File: config.mk
export PLATFORM = sky130hd
export DESIGN_NAME = delta_engine
export DESIGN_NICKNAME = d
export VERILOG_FILES = /design/src/rtl/delta_engine.sv
export SDC_FILE = /design/constraint.sdc
export NUM_CORES = 1
export LEC_CHECK = 0
export ABC_AREA = 1
export BUFFER_PORTS_ARGS = -buffer_cell sky130_fd_sc_hd__buf_2
export CAP_MARGIN = 0
export CORE_MARGIN = 2
export CORE_UTILIZATION = 25
export DETAILED_ROUTE_END_ITERATION = 10
export SLEW_MARGIN = 20
export SYNTH_ARGS = -nofsm -noshare
export SYNTH_HDL_FRONTEND = slang
export SYNTH_SLANG_ARGS = --single-unit
export TNS_END_PERCENT = 50
File: constraint.sdc
create_clock -name iCLK -period 18.6 [get_ports iCLK]
set_clock_uncertainty 0.05 [all_clocks]
set_input_delay 1.86 -clock iCLK [delete_from_list [all_inputs] [get_ports iCLK]]
set_output_delay 1.86 -clock iCLK [all_outputs]
set_load 0.02 [all_outputs]
File: src/rtl/delta_engine.sv
// delta_engine: backprop delta unit. Hidden mode runs an NN-step MAC across
// NC parallel lanes and gates the result by ReLU'(z). Output mode computes
// ReLU(z) - t. The saturated result forks to two valid/ready consumers.

// Per-lane accumulator and delta finaliser
module delta_engine_lane #(
  parameter int WD = 8,
  parameter int WA = 10,
  parameter int WS = 18,
  parameter int WF = 4
) (
  input  logic          i_clk,
  input  logic          i_rst_n,
  input  logic          i_clr,
  input  logic          i_mac,
  input  logic          i_mode,
  input  logic [WD-1:0] i_w,
  input  logic [WD-1:0] i_d,
  input  logic [WA-1:0] i_z,
  input  logic [WD-1:0] i_t,
  output logic [WD-1:0] o_res
);
  localparam logic signed [WS-1:0] S_MAX = WS'((2**(WD-1)) - 1);
  localparam logic signed [WS-1:0] S_MIN = ~S_MAX;  // -2^(WD-1)
  localparam logic signed [WA-1:0] Z_MAX = WA'((2**(WD-1)) - 1);

  logic signed [2*WD-1:0] w_prod;
  logic signed [WS-1:0]   r_acc;
  logic signed [WS-1:0]   w_shf;
  logic signed [WD:0]     w_diff;
  logic [WD-1:0]          w_hsat, w_y, w_osat;
  logic                   w_zpos;

  assign w_prod = $signed(i_w) * $signed(i_d);

  // Accumulate w*delta each MAC cycle; cleared when a hidden transaction is accepted
  always_ff @(posedge i_clk or negedge i_rst_n) begin
    if (!i_rst_n)   r_acc <= '0;
    else if (i_clr) r_acc <= '0;
    else if (i_mac) r_acc <= r_acc + {{(WS-2*WD){w_prod[2*WD-1]}}, w_prod};
  end

  // Hidden: ReLU'(z) * sat(acc >>> WF). Output: sat(sat(ReLU(z)) - t) at WD+1 bits
  always_comb begin
    w_shf = r_acc >>> WF;
    if (w_shf > S_MAX)      w_hsat = S_MAX[WD-1:0];
    else if (w_shf < S_MIN) w_hsat = S_MIN[WD-1:0];
    else                    w_hsat = w_shf[WD-1:0];
    w_zpos = !i_z[WA-1] && (i_z != '0);
    if (i_z[WA-1])                w_y = '0;
    else if ($signed(i_z) > Z_MAX) w_y = Z_MAX[WD-1:0];
    else                          w_y = i_z[WD-1:0];
    w_diff = $signed({1'b0, w_y}) - $signed({i_t[WD-1], i_t});
    if (w_diff[WD] != w_diff[WD-1])
      w_osat = w_diff[WD] ? {1'b1, {(WD-1){1'b0}}} : {1'b0, {(WD-1){1'b1}}};
    else
      w_osat = w_diff[WD-1:0];
    if (i_mode) o_res = w_zpos ? w_hsat : '0;
    else        o_res = w_osat;
  end
endmodule

// Top: join, MAC sequencing, finalise and fork
module delta_engine #(
  parameter int NP = 4,
  parameter int NC = 4,
  parameter int NN = 4,
  parameter int WI = 4,
  parameter int WF = 4
) (
  input  logic                iCLK,
  input  logic                iRST,
  input  logic                iMode,
  input  logic                iValid_AS_Accum,
  output logic                oReady_AS_Accum,
  input  logic [NC*($clog2(NP)+WI+WF)-1:0] iData_AS_Accum,
  input  logic                iValid_AS_Weight,
  output logic                oReady_AS_Weight,
  input  logic [NN*NC*(WI+WF)-1:0] iData_AS_Weight,
  input  logic                iValid_AS_Delta,
  output logic                oReady_AS_Delta,
  input  logic [NN*(WI+WF)-1:0] iData_AS_Delta,
  input  logic                iValid_AS_Target,
  output logic                oReady_AS_Target,
  input  logic [NC*(WI+WF)-1:0] iData_AS_Target,
  output logic                oValid_BM_Delta0,
  input  logic                iReady_BM_Delta0,
  output logic [NC*(WI+WF)-1:0] oData_BM_Delta0,
  output logic                oValid_BM_Delta1,
  input  logic                iReady_BM_Delta1,
  output logic [NC*(WI+WF)-1:0] oData_BM_Delta1
);
  localparam int WD = WI + WF;
  localparam int WA = $clog2(NP) + WI + WF;
  localparam int WS = 2*WD + $clog2(NN) + 1;
  localparam int KW = (NN > 1) ? $clog2(NN) : 1;

  typedef enum logic [1:0] {S_IDLE, S_MAC, S_FIN, S_OUT} state_t;

  state_t                        r_state, w_next;
  logic                          r_mode;
  logic [NC-1:0][WA-1:0]         r_z;
  logic [NN-1:0][NC-1:0][WD-1:0] r_w;
  logic [NN-1:0][WD-1:0]         r_d;
  logic [NC-1:0][WD-1:0]         r_t, r_data, w_res;
  logic [KW-1:0]                 r_k;
  logic                          r_v0, r_v1;
  logic                          w_join_h, w_join_o, w_accept;
  logic                          w_hs0, w_hs1, w_last, w_clr, w_mac;

  assign w_hs0  = r_v0 && iReady_BM_Delta0;
  assign w_hs1  = r_v1 && iReady_BM_Delta1;
  assign w_last = (r_k == KW'(NN - 1));
  assign w_clr  = w_accept && iMode;
  assign w_mac  = (r_state == S_MAC);

  // State register
  always_ff @(posedge iCLK or negedge iRST) begin
    if (!iRST) r_state <= S_IDLE;
    else       r_state <= w_next;
  end

  // Next state: OUT returns to IDLE once both branches have handshaked
  always_comb begin
    w_next = r_state;
    case (r_state)
      S_IDLE:  if (w_accept) w_next = iMode ? S_MAC : S_FIN;
      S_MAC:   if (w_last) w_next = S_FIN;
      S_FIN:   w_next = S_OUT;
      S_OUT:   if ((!r_v0 || w_hs0) && (!r_v1 || w_hs1)) w_next = S_IDLE;
      default: w_next = S_IDLE;
    endcase
  end

  // Join readies: only in IDLE and only with the complete valid set for the mode
  always_comb begin
    w_join_h         = iMode && iValid_AS_Accum && iValid_AS_Weight && iValid_AS_Delta;
    w_join_o         = !iMode && iValid_AS_Accum && iValid_AS_Target;
    w_accept         = iRST && (r_state == S_IDLE) && (w_join_h || w_join_o);
    oReady_AS_Accum  = w_accept;
    oReady_AS_Weight = w_accept && iMode;
    oReady_AS_Delta  = w_accept && iMode;
    oReady_AS_Target = w_accept && !iMode;
  end

  // Capture the transaction at acceptance; step the MAC index
  always_ff @(posedge iCLK or negedge iRST) begin
    if (!iRST) begin
      r_mode <= 1'b0;
      r_z    <= '0;
      r_w    <= '0;
      r_d    <= '0;
      r_t    <= '0;
      r_k    <= '0;
    end else if (w_accept) begin
      r_mode <= iMode;
      r_z    <= iData_AS_Accum;
      r_w    <= iData_AS_Weight;
      r_d    <= iData_AS_Delta;
      r_t    <= iData_AS_Target;
      r_k    <= '0;
    end else if (w_mac) begin
      r_k    <= r_k + KW'(1);
    end
  end

  // Register the result in FIN; each branch valid drops after its own handshake
  always_ff @(posedge iCLK or negedge iRST) begin
    if (!iRST) begin
      r_data <= '0;
      r_v0   <= 1'b0;
      r_v1   <= 1'b0;
    end else if (r_state == S_FIN) begin
      r_data <= w_res;
      r_v0   <= 1'b1;
      r_v1   <= 1'b1;
    end else begin
      if (w_hs0) r_v0 <= 1'b0;
      if (w_hs1) r_v1 <= 1'b0;
    end
  end

  for (genvar c = 0; c < NC; c++) begin : g_lane
    delta_engine_lane #(.WD(WD), .WA(WA), .WS(WS), .WF(WF)) u_lane (
      .i_clk   (iCLK),
      .i_rst_n (iRST),
      .i_clr   (w_clr),
      .i_mac   (w_mac),
      .i_mode  (r_mode),
      .i_w     (r_w[r_k][c]),
      .i_d     (r_d[r_k]),
      .i_z     (r_z[c]),
      .i_t     (r_t[c]),
      .o_res   (w_res[c])
    );
  end

  assign oValid_BM_Delta0 = r_v0;
  assign oValid_BM_Delta1 = r_v1;
  assign oData_BM_Delta0  = r_data;
  assign oData_BM_Delta1  = r_data;
endmodule

Yosys cells after proc, flatten, opt, wreduce, memory -nomap -nowiden
Index checks and enable logic that the tools add are counted.

word-level totals
  logic and storage cells = 169
  bits of input ports = 241
  output and inout bits = 70
  register bits = 347

operators by class
  add/subtract/negate cells = 9
  multipliers = 4
  order comparisons = 13
  muxes and demuxes = 55
  reductions and logical operators = 36
  equality and inequality tests = 11

operators by type and width
  kind                                                                           number
  8-bit 2-to-1 mux                                                               33
  19-bit 2-to-1 mux                                                              8
  19-bit adder                                                                   4
  32-bit binary-select mux with 2-bit select                                     1
  8-bit by 8-bit multiplier with 16-bit output                                   4
  15-bit by 8-bit > comparator with 1-bit output, second input constant          4
  15-bit by 8-bit less-than comparator with 1-bit output, second input constant  4
  10-bit by 8-bit > comparator with 1-bit output, second input constant          4
  10-bit nonzero test                                                            4
  9-bit by 8-bit subtractor with 9-bit output                                    4
  32-bit 2-to-1 mux                                                              1
  8-bit binary-select mux with 2-bit select                                      1
  1-bit logical AND                                                              16
  2-bit 2-to-1 mux                                                               6
  2-bit case mux with 4 select lines                                             1
  2-bit nonzero test                                                             4
  1-bit zero test                                                                7
  2-bit == test, second input constant                                           3
  2-bit inequality test, second input constant                                   3
  1-bit 2-to-1 mux                                                               4
  1-bit inequality test                                                          4
  1-bit logical OR                                                               3
  2-bit by 3-bit less-than comparator with 1-bit output, second input constant   1
  3-bit AND reduction                                                            1
  3 further kinds                                                                3

Logic depth before layout (Yosys ltp)
Gate-level depths: netlist of the first run.

  depth in word-level cells = 7
  depth in mapped cells = 37
  mapped depth without buffers = 34

Cells and area by module
A second synthesis of the first run with hierarchy kept.

second synthesis, totals
  cell total of the unflattened synthesis = 4,509
  area, all modules = 32,258.4 um2

modules (own cells, without submodules)
  module                                 sequential area each (um2)  cells an instance  area each (um2)  instances
  delta_engine                           6,781.5                     1,432              11,668.7         1
  delta_engine_lane at g_lane[1].u_lane  475.5                       778                5,226.3          1
  delta_engine_lane at g_lane[0].u_lane  475.5                       771                5,180.0          1
  delta_engine_lane at g_lane[2].u_lane  475.5                       778                5,122.4          1
  delta_engine_lane at g_lane[3].u_lane  475.5                       750                5,061.1          1

Worst setup path before layout of the first run
OpenSTA, ideal clock, no wires.

  path kind = flip-flop to flip-flop
  start = reg r_k[0]
  end = reg g_lane[0].u_lane.r_acc[16]
  arrival time = 5,967 ps
  stages on the path, launching flop included = 32
  slack = 12,460 ps
  setup time = 122 ps
  cells stage by stage = dfrtp_1 > buf_6 > clkinv_2 > buf_6 > nand2_2 > a32oi_4 > inv_2 > buf_2 > nor2_1 > fa_1 > fa_1 > fa_1 > inv_1 > fa_1 > inv_1 > ha_1 > nand2_1 > nor2_1 > a211oi_1 > o21ai_0 > a21oi_1 > xnor2_1 > ha_1 > nand2_1 > nor2_1 > inv_1 > nor2_1 > nor2_1 > nand2_1 > nand3_1 > a21oi_1 > o21ai_1

between the ends
  word-level cells in the longest chain between the ends = 6
  elaborated cells on any way between the ends = 8

RTL lines
  element                                                                                                         RTL line  RTL
  start: declaration                                                                                              106       logic [KW-1:0] r_k;
  start signal: assignment                                                                                        163       r_k <= r_k + KW'(1);
  32-bit binary-select mux with 2-bit select / 8-bit binary-select mux with 2-bit select (equally long branches)  190, 191
  32-bit 2-to-1 mux / 8-bit 2-to-1 mux (equally long branches)                                                    -
  8-bit by 8-bit multiplier with 16-bit output *                                                                  34        assign w_prod = $signed(i_w) * $signed(i_d);
  19-bit adder *                                                                                                  40        else if (i_mac) r_acc <= r_acc + {{(WS-2*WD){w_prod[2*WD-1]}}, w_prod};
  19-bit 2-to-1 mux *                                                                                             40
  19-bit 2-to-1 mux *                                                                                             39        else if (i_clr) r_acc <= '0;
  end signal: assignment                                                                                          40
  end: declaration                                                                                                28        logic signed [WS-1:0] r_acc;

Mark *: on every way between the ends. The rest lies on a longest branch, timed or not. The select of a mux whose other input is x is not followed.
A chain may end at the register's enable or synchronous reset.

Final worst setup path of the first run
  start = reg r_k[1]
  end = reg g_lane[3].u_lane.r_acc[18]

between the ends
  word-level cells in the longest chain between the ends = 6
  elaborated cells on any way between the ends = 8

RTL lines
  element                                                                                                         RTL line
  32-bit binary-select mux with 2-bit select / 8-bit binary-select mux with 2-bit select (equally long branches)  190, 191
  32-bit 2-to-1 mux (implied by the code) / 8-bit 2-to-1 mux (equally long branches)                              190, 191
  8-bit by 8-bit multiplier with 16-bit output *                                                                  34
  19-bit adder *                                                                                                  40
  19-bit 2-to-1 mux *                                                                                             40
  19-bit 2-to-1 mux *                                                                                             39
  end signal: assignment                                                                                          40
  end: declaration                                                                                                28

Marked as above.

==> reports/metrics.cfg, run 1 <==
[route]
wl_um = 90990
dr_total_vias = 27120
first_pass_iters = 5
post_drt_wl_per_cell_um = 14.99
ant_nets = 0
dr.first_iter.drc_count = 1469
vias_per_cell = 4.468
drc_errors = 0

[setup_path]
worstSetupStartpoint = r_k[1]
path_class = register to register
critPathMaxFanout = 47
reg2reg_depth = 30
critical_path_required_ns = 19.02
cp_top_family = adder cells
critPathBufInv = 8
rr_startpoint = r_k[1]
start_kind = register
r2r_end = g_lane[3].u_lane.r_acc[18]
slowest_delay_ns = 0.70
crit_end = g_lane[3].u_lane.r_acc[18]
crit_cells = 30
slowest_stage = fa_1
path_common_cell = inv_1
end_kind = register
arrival_ns = 8.37
r2r_slack_ns = 10.65

[clocking]
htree_levels = 2
cts-buffers-inserted = 43
cts_resized = 0
cts_buffer_depth = 3
clock_latency_ns = 0.58
cts_hold_buf = 0
cts_tree = done
clk_pin_slew_ns = 0.06
ctsRootBufferMaster = clkbuf_16
postCtsSetupBuffers = 0
clock_sinks = 347

[global_routing]
grt_overflow = 0
grt_pass1_wl_um = 146800
antenna_found_initial = 3
grt_max_degree = 130
met2_usage = 0.2711
busiest_layer = met2
grt_use_met3 = 0.01405
use_met1 = 0.1640
grt_use_total = 0.1430
grt_pass1_vias = 28070

[placed_design]
gp_congestion = 0.8836
dp_hpwl_um = 71130
io_buffers = 310
dpl_cell_area_mm2 = 0.03417

[yosys]
ys_ff_latch = 347
yosys_warnings = 0
syn-instance-count = 4175
ys_seq_area_frac = 0.2775
synth_cell_types = 54
syn_avg_cell_area_um2 = 7.495
synth_area_mm2 = 0.03129

[floorplan]
die_w_um = 357.8
die_area_mm2 = 0.1280
die_h_um = 357.8
io_pins = 311
core-area_mm2 = 0.1240
initial_core_util = 0.2524
rows = 129

[sta]
tightest_slew_ns = 1.089
period_share = 0.4276
timing.setup.tns_ns = 0
fin_crit_ns = 7.953
hold_viol = 0
rsz0062_at_grt = no
drv_slew = 0
setup_viol = 0
relSlewSlack = 0.2730
fmax_mhz = 125.7

[run_status]
status = finished, final reports clean

[worst_hold_path]
min_path_type = register to register

[final_layout]
final_cell_mix = nand2_1, inv_1, nor2_1
fin_area_mm2 = 0.03568
area_delta_synth_final_pct = 14.02
fin_nets = 5093
final_core_util = 0.2878
drive_above_1_share = 0.1113
final_common_cell = nand2_1

[run]
maxCapViolCount = 0

cell usage after synthesis, drive strengths merged:
master,count,share of area
a31o,4,0.0011
a21oi,255,0.041
o211ai,3,0.00072
conb,1,0.00012
o2111ai,1,0.00028
o211a,2,0.00064
a31oi,6,0.0012
xor2,38,0.011
a211oi,1,0.00024
nand3b,7,0.0017
a32oi,34,0.016
a22oi,1,0.00024
o31ai,6,0.0014
o41ai,1,0.00028
nor2,451,0.055
nand2,1272,0.15
dfrtp,347,0.28
inv,647,0.078
or2,2,0.00040
fa,228,0.15
a32o,6,0.0019
nand4,42,0.010
a21o,16,0.0038
o21bai,20,0.0050
o21ai,185,0.031
nor3,9,0.0014
a21boi,17,0.0044
clkbuf,33,0.0040
clkinv,4,0.00052
o21a,8,0.0019
nand3,126,0.020
o22ai,9,0.0018
a22o,8,0.0022
nand2b,1,0.00020
buf,117,0.024
xnor2,41,0.011
ha,226,0.090
worst reg2reg max path, delay by kind of cell, from the launching register on:
family | cells | cell delay, ns
buffers and inverters | 8 | 1.87
AO/OA/AOI/OAI | 5 | 1.30
adder cells (fa/ha/maj) | 6 | 2.91
AND/OR/NAND/NOR | 11 | 1.31
flip-flops | 1 | 0.39
area by class of cell:
cell class	instances	area (um2)
fillers	13490	88280
multi-input cells	3030	19300
flip-flops and latches	347	8685
inverters	651	2456
well taps	1637	2048
repair buffers	325	1687
clock buffers	61	1285
clock inverters	17	220.2
diodes	1	2.502
layer usage:
layer	part of all wire	wire, um
met1	0.40	36660
met2	0.53	48240
met3	0.028	2586
met4	0.038	3503
met5	0	0
state kept, by name (all words and copies together) (netlist names):
name	flops
r_mode	1
oData_BM_Delta0	32
oValid_BM_Delta1	1
r_k	2
r_d	32
r_t	32
r_state	2
r_z	40
g_lane.u_lane.r_acc	76
oValid_BM_Delta0	1
r_w	128
cells by family (layout without fill, tap and decap cells):
family,Yosys count,after routing,synth area share
xor+xnor,79,79,0.02211
compound gates,583,583,0.1148
flops,347,347,0.2775
fa+ha+maj,454,454,0.2362
buf+inv,801,1054,0.1066
simple gates,1910,1910,0.2427
other cells,1,5,0.0001198
worst min-delay path by stage:
stage | depth (start not counted) | start | endpoint | slack [ns]
detailed placement | 2 | r_w[3] | r_w[3] | 0.41
finish | 2 | r_w[39] | r_w[39] | 0.43
global route | 2 | r_w[30] | r_w[30] | 0.44
CTS | 2 | r_w[3] | r_w[3] | 0.43
floorplan | 2 | r_d[24] | r_d[24] | 0.40
global placement | 2 | r_w[10] | r_w[10] | 0.41
stage by stage:
step	hold slack (ns)	instances	worst slack, ns
3_3_place_gp	0.4142	5990	10.92
2_1_floorplan	0.3991	4178	12.46
3_5_place_dp	0.4149	5990	10.76
5_1_grt	0.4357	6068	10.09
4_1_cts	0.4312	6068	10.74
6_report	0.4280	6069	10.65
Power of run 1 is not shown: default switching activity piles up to over one toggle a cycle in this logic, so the estimate is an artifact.
==> run 2: changes to the inputs <==
Settings changed: ABC_AREA 1 to 0.
Clock period 18.6 ns to 7.9 ns, I/O delays scaled along.
==> run 2 against run 1 <==
Critical path depth decreased by 2. First-iteration DRC count is 26% lower. Utilization rose by 0.65 points. Clock-buffer cell count is the same. Highest routed layer is now met5.
==> reports/metrics.cfg, run 2 <==
[final_layout]
nFillCells = 12300  ; was 13,490
final_cells = 4938  ; was 6,069
drive_above_1_share = 0.2224  ; was 0.1113
area_delta_synth_final_pct = 17.17  ; was 14.02%
multiInputGateArea_mm2 = 0.01871  ; was 0.01930 mm2
largest_register_ffs = 128  ; unchanged
fin_area_mm2 = 0.03462  ; was 0.03568 mm2
seqCellArea_mm2 = 0.008691  ; was 0.008685 mm2
top_register = r_w  ; unchanged
final_cell_mix = inv_1, nor2_1, dfrtp_1  ; was nand2_1, inv_1, nor2_1
final_core_util = 0.2944  ; was 0.2878
fin_nets = 4056  ; was 5,093
final_common_cell = inv_1  ; was nand2_1
largestRegisters = r_w x128, g_lane.u_lane.r_acc x76, r_z x40  ; unchanged

[route]
met1_length_um = 39240  ; was 36,660 um
dr_total_vias = 21860  ; was 27,120
wl_met2_um = 35130  ; was 48,240 um
vias_per_cell = 4.427  ; was 4.468
top_layer = met5  ; was met4
first_pass_iters = 5  ; unchanged
dr.first_iter.drc_count = 1093  ; was 1,469
ant_nets = 0  ; unchanged
post_drt_wl_per_cell_um = 16.20  ; was 14.99 um
drc_errors = 0  ; unchanged
wl_met3_um = 3592  ; was 2586 um
wl_um = 79990  ; was 90,990 um

[sta]
period_share = 0.9423  ; was 0.4276
setup_viol = 0  ; unchanged
fin_crit_ns = 7.444  ; was 7.953 ns
fmax_mhz = 134.3  ; was 125.7 MHz
tightest_slew_ns = 0.9653  ; was 1.089 ns
relSlewSlack = 0.3521  ; was 0.2730
hold_viol = 0  ; unchanged
drv_slew = 0  ; unchanged

[placed_design]
place_inst = 4845  ; was 5,990
dp_hpwl_um = 62880  ; was 71,130 um
gp_congestion = 0.8491  ; was 0.8836
io_buffers = 310  ; unchanged
dpl_cell_area_mm2 = 0.03288  ; was 0.03417 mm2

[yosys]
ys_ff_latch = 347  ; unchanged
netlist.area_leader.share = 0.2939  ; was 0.2775
post-synth-top-count-cell = inv_1  ; was nand2_1
ys_top_cells_by_area = dfrtp_1, fa_1, ha_1  ; was dfrtp_1, nand2_1, fa_1
yosys_warnings = 0  ; unchanged
ys_seq_area_frac = 0.2939  ; was 0.2775
synth-edff-count = 0  ; unchanged
synth_area_mm2 = 0.02954  ; was 0.03129 mm2
async_reset_ff_frac = 1.000  ; unchanged
ys_top_cells_by_count = inv_1, nor2_1, dfrtp_1  ; was nand2_1, inv_1, nor2_1
synth_top_area_cell = dfrtp_1  ; unchanged
synth_cell_types = 65  ; was 54
syn-instance-count = 3076  ; was 4,175
syn_avg_cell_area_um2 = 9.605  ; was 7.495 um2
synth_ff_type = dfrtp_1  ; unchanged

[setup_path]
slowest_stage = dfrtp_4  ; was fa_1
start_kind = register  ; unchanged
path_class = register to register  ; unchanged
end_kind = register  ; unchanged
slowest_delay_ns = 0.61  ; was 0.70 ns
critPathBufInv = 5  ; was 8
rr_startpoint = r_k[0]  ; was r_k[1]
r2r_end = g_lane[3].u_lane.r_acc[18]  ; unchanged
critical_path_required_ns = 8.37  ; was 19.02 ns
cp_top_family = adder cells  ; unchanged
critPathMaxFanout = 17  ; was 47
arrival_ns = 7.91  ; was 8.37 ns
r2r_slack_ns = 0.46  ; was 10.65 ns
reg2reg_depth = 28  ; was 30

[run_status]
status = finished, final reports clean  ; unchanged

[floorplan]
initial_core_util = 0.2512  ; was 0.2524
rows = 126  ; was 129
io_pins = 311  ; unchanged
die_w_um = 347.8  ; was 357.8 um
die_area_mm2 = 0.1209  ; was 0.1280 mm2
die_h_um = 347.8  ; was 357.8 um
core-area_mm2 = 0.1176  ; was 0.1240 mm2

[global_routing]
grt_pass1_vias = 22420  ; was 28,070
grt_overflow = 0  ; unchanged
grt_max_degree = 165  ; was 130
grt_use_total = 0.1329  ; was 0.1430
grt_pass1_wl_um = 126800  ; was 146,800 um
antenna_found_initial = 8  ; was 3

[clocking]
clock_latency_ns = 0.64  ; was 0.58 ns
clock_sinks = 347  ; unchanged
htree_levels = 2  ; unchanged
clk_pin_slew_ns = 0.06  ; about the same
ctsRootBufferMaster = clkbuf_16  ; unchanged
cts-buffers-inserted = 47  ; was 43
cts_buffer_depth = 3  ; unchanged
cts_hold_buf = 0  ; unchanged
cts_tree = done  ; unchanged

[run]
maxCapViolCount = 0  ; unchanged

[worst_hold_path]
min_path_type = input pin to async pin  ; was register to register

[run 2: changes by cell type after synthesis, sizes merged, moves of 29 or more]
| cell | before | now |
|---|---|---|
| buf | 117 | 53 |
| clkbuf | 33 | 83 |
| nand4 | 42 | 8 |
| a32oi | 34 | 0 |
| mux2i | 0 | 72 |
| inv | 647 | 426 |
| nand2 | 1272 | 156 |
| and2 | 0 | 29 |
| nand3 | 126 | 30 |
| nor2 | 451 | 397 |
| a21oi | 255 | 163 |
| nor2b | 0 | 40 |
| xnor2 | 41 | 120 |
| mux2 | 0 | 237 |
[run 2: routing by layer]
| metal | global-route usage | vias to the layer above |
|---|---|---|
| met5 | 0 | - |
| met4 | 0.03499 | 10 |
| met3 | 0.02271 | 91 |
| met2 | 0.2083 | 438 |
| met1 | 0.1884 | 10620 |
| li1 | - | 10700 |
[run 2: cells by family (layout without fill, tap and decap cells)]
family                   after synthesis  in the layout  share of synthesized area
AO/OA/AOI/OAI                        492            492                     0.1023
XOR/XNOR                             144            144                    0.04294
adder cells (fa/ha/maj)              458            458                     0.2516
buffers and inverters                563            883                    0.07610
flip-flops                           347            347                     0.2939
multiplexers                         320            320                     0.1231
other                                  1              7                  0.0001269
AND/OR/NAND/NOR                      751            751                     0.1100
[run 2: worst max-delay path by stage]
| stage | from | end | cells after the start |
|---|---|---|---|
| finish | r_k[0] | g_lane[3].u_lane.r_acc[18] | 28 |
| global route | r_k[0] | g_lane[3].u_lane.r_acc[18] | 28 |
| global placement | r_k[1] | g_lane[3].u_lane.r_acc[18] | 28 |
| floorplan | r_k[1] | g_lane[3].u_lane.r_acc[18] | 32 |
| CTS | r_k[1] | g_lane[3].u_lane.r_acc[18] | 28 |
| detailed placement | r_k[1] | g_lane[3].u_lane.r_acc[18] | 28 |
[run 2: through the flow]
stage | worst slack (ns) | hold slack [ns] | TNS, ns
6_report | 0.4562 | 0.02163 | 0
5_1_grt | -0.02194 | 0.03815 | -0.02194
4_1_cts | 0.2316 | 0.0006796 | 0
3_5_place_dp | 0.2715 | 0.4370 | 0
3_3_place_gp | 0.4007 | 0.4323 | 0
2_1_floorplan | 0.7212 | 0.4221 | 0
[run 2: repair_timing]
item / 4_1_cts / 5_1_grt
resized for setup: 0 / 12
hold endpoints to repair: 0 / 0
endpoints found under the setup margin: 0 / 5
buffers inserted: 0 / 2
[run 2: cell type report]
cell class / instances / share of cell area
Sequential cell: 347 / 0.2510
Clock inverter: 26 / 0.008747
Inverter: 427 / 0.04630
Antenna cell: 3 / 0.0002169
Multi-Input combinational cell: 2169 / 0.5404
Tap cell: 1536 / 0.05552
Clock buffer: 61 / 0.03838
Timing Repair Buffer: 369 / 0.05938
Power of run 2 is left out for the same reason.
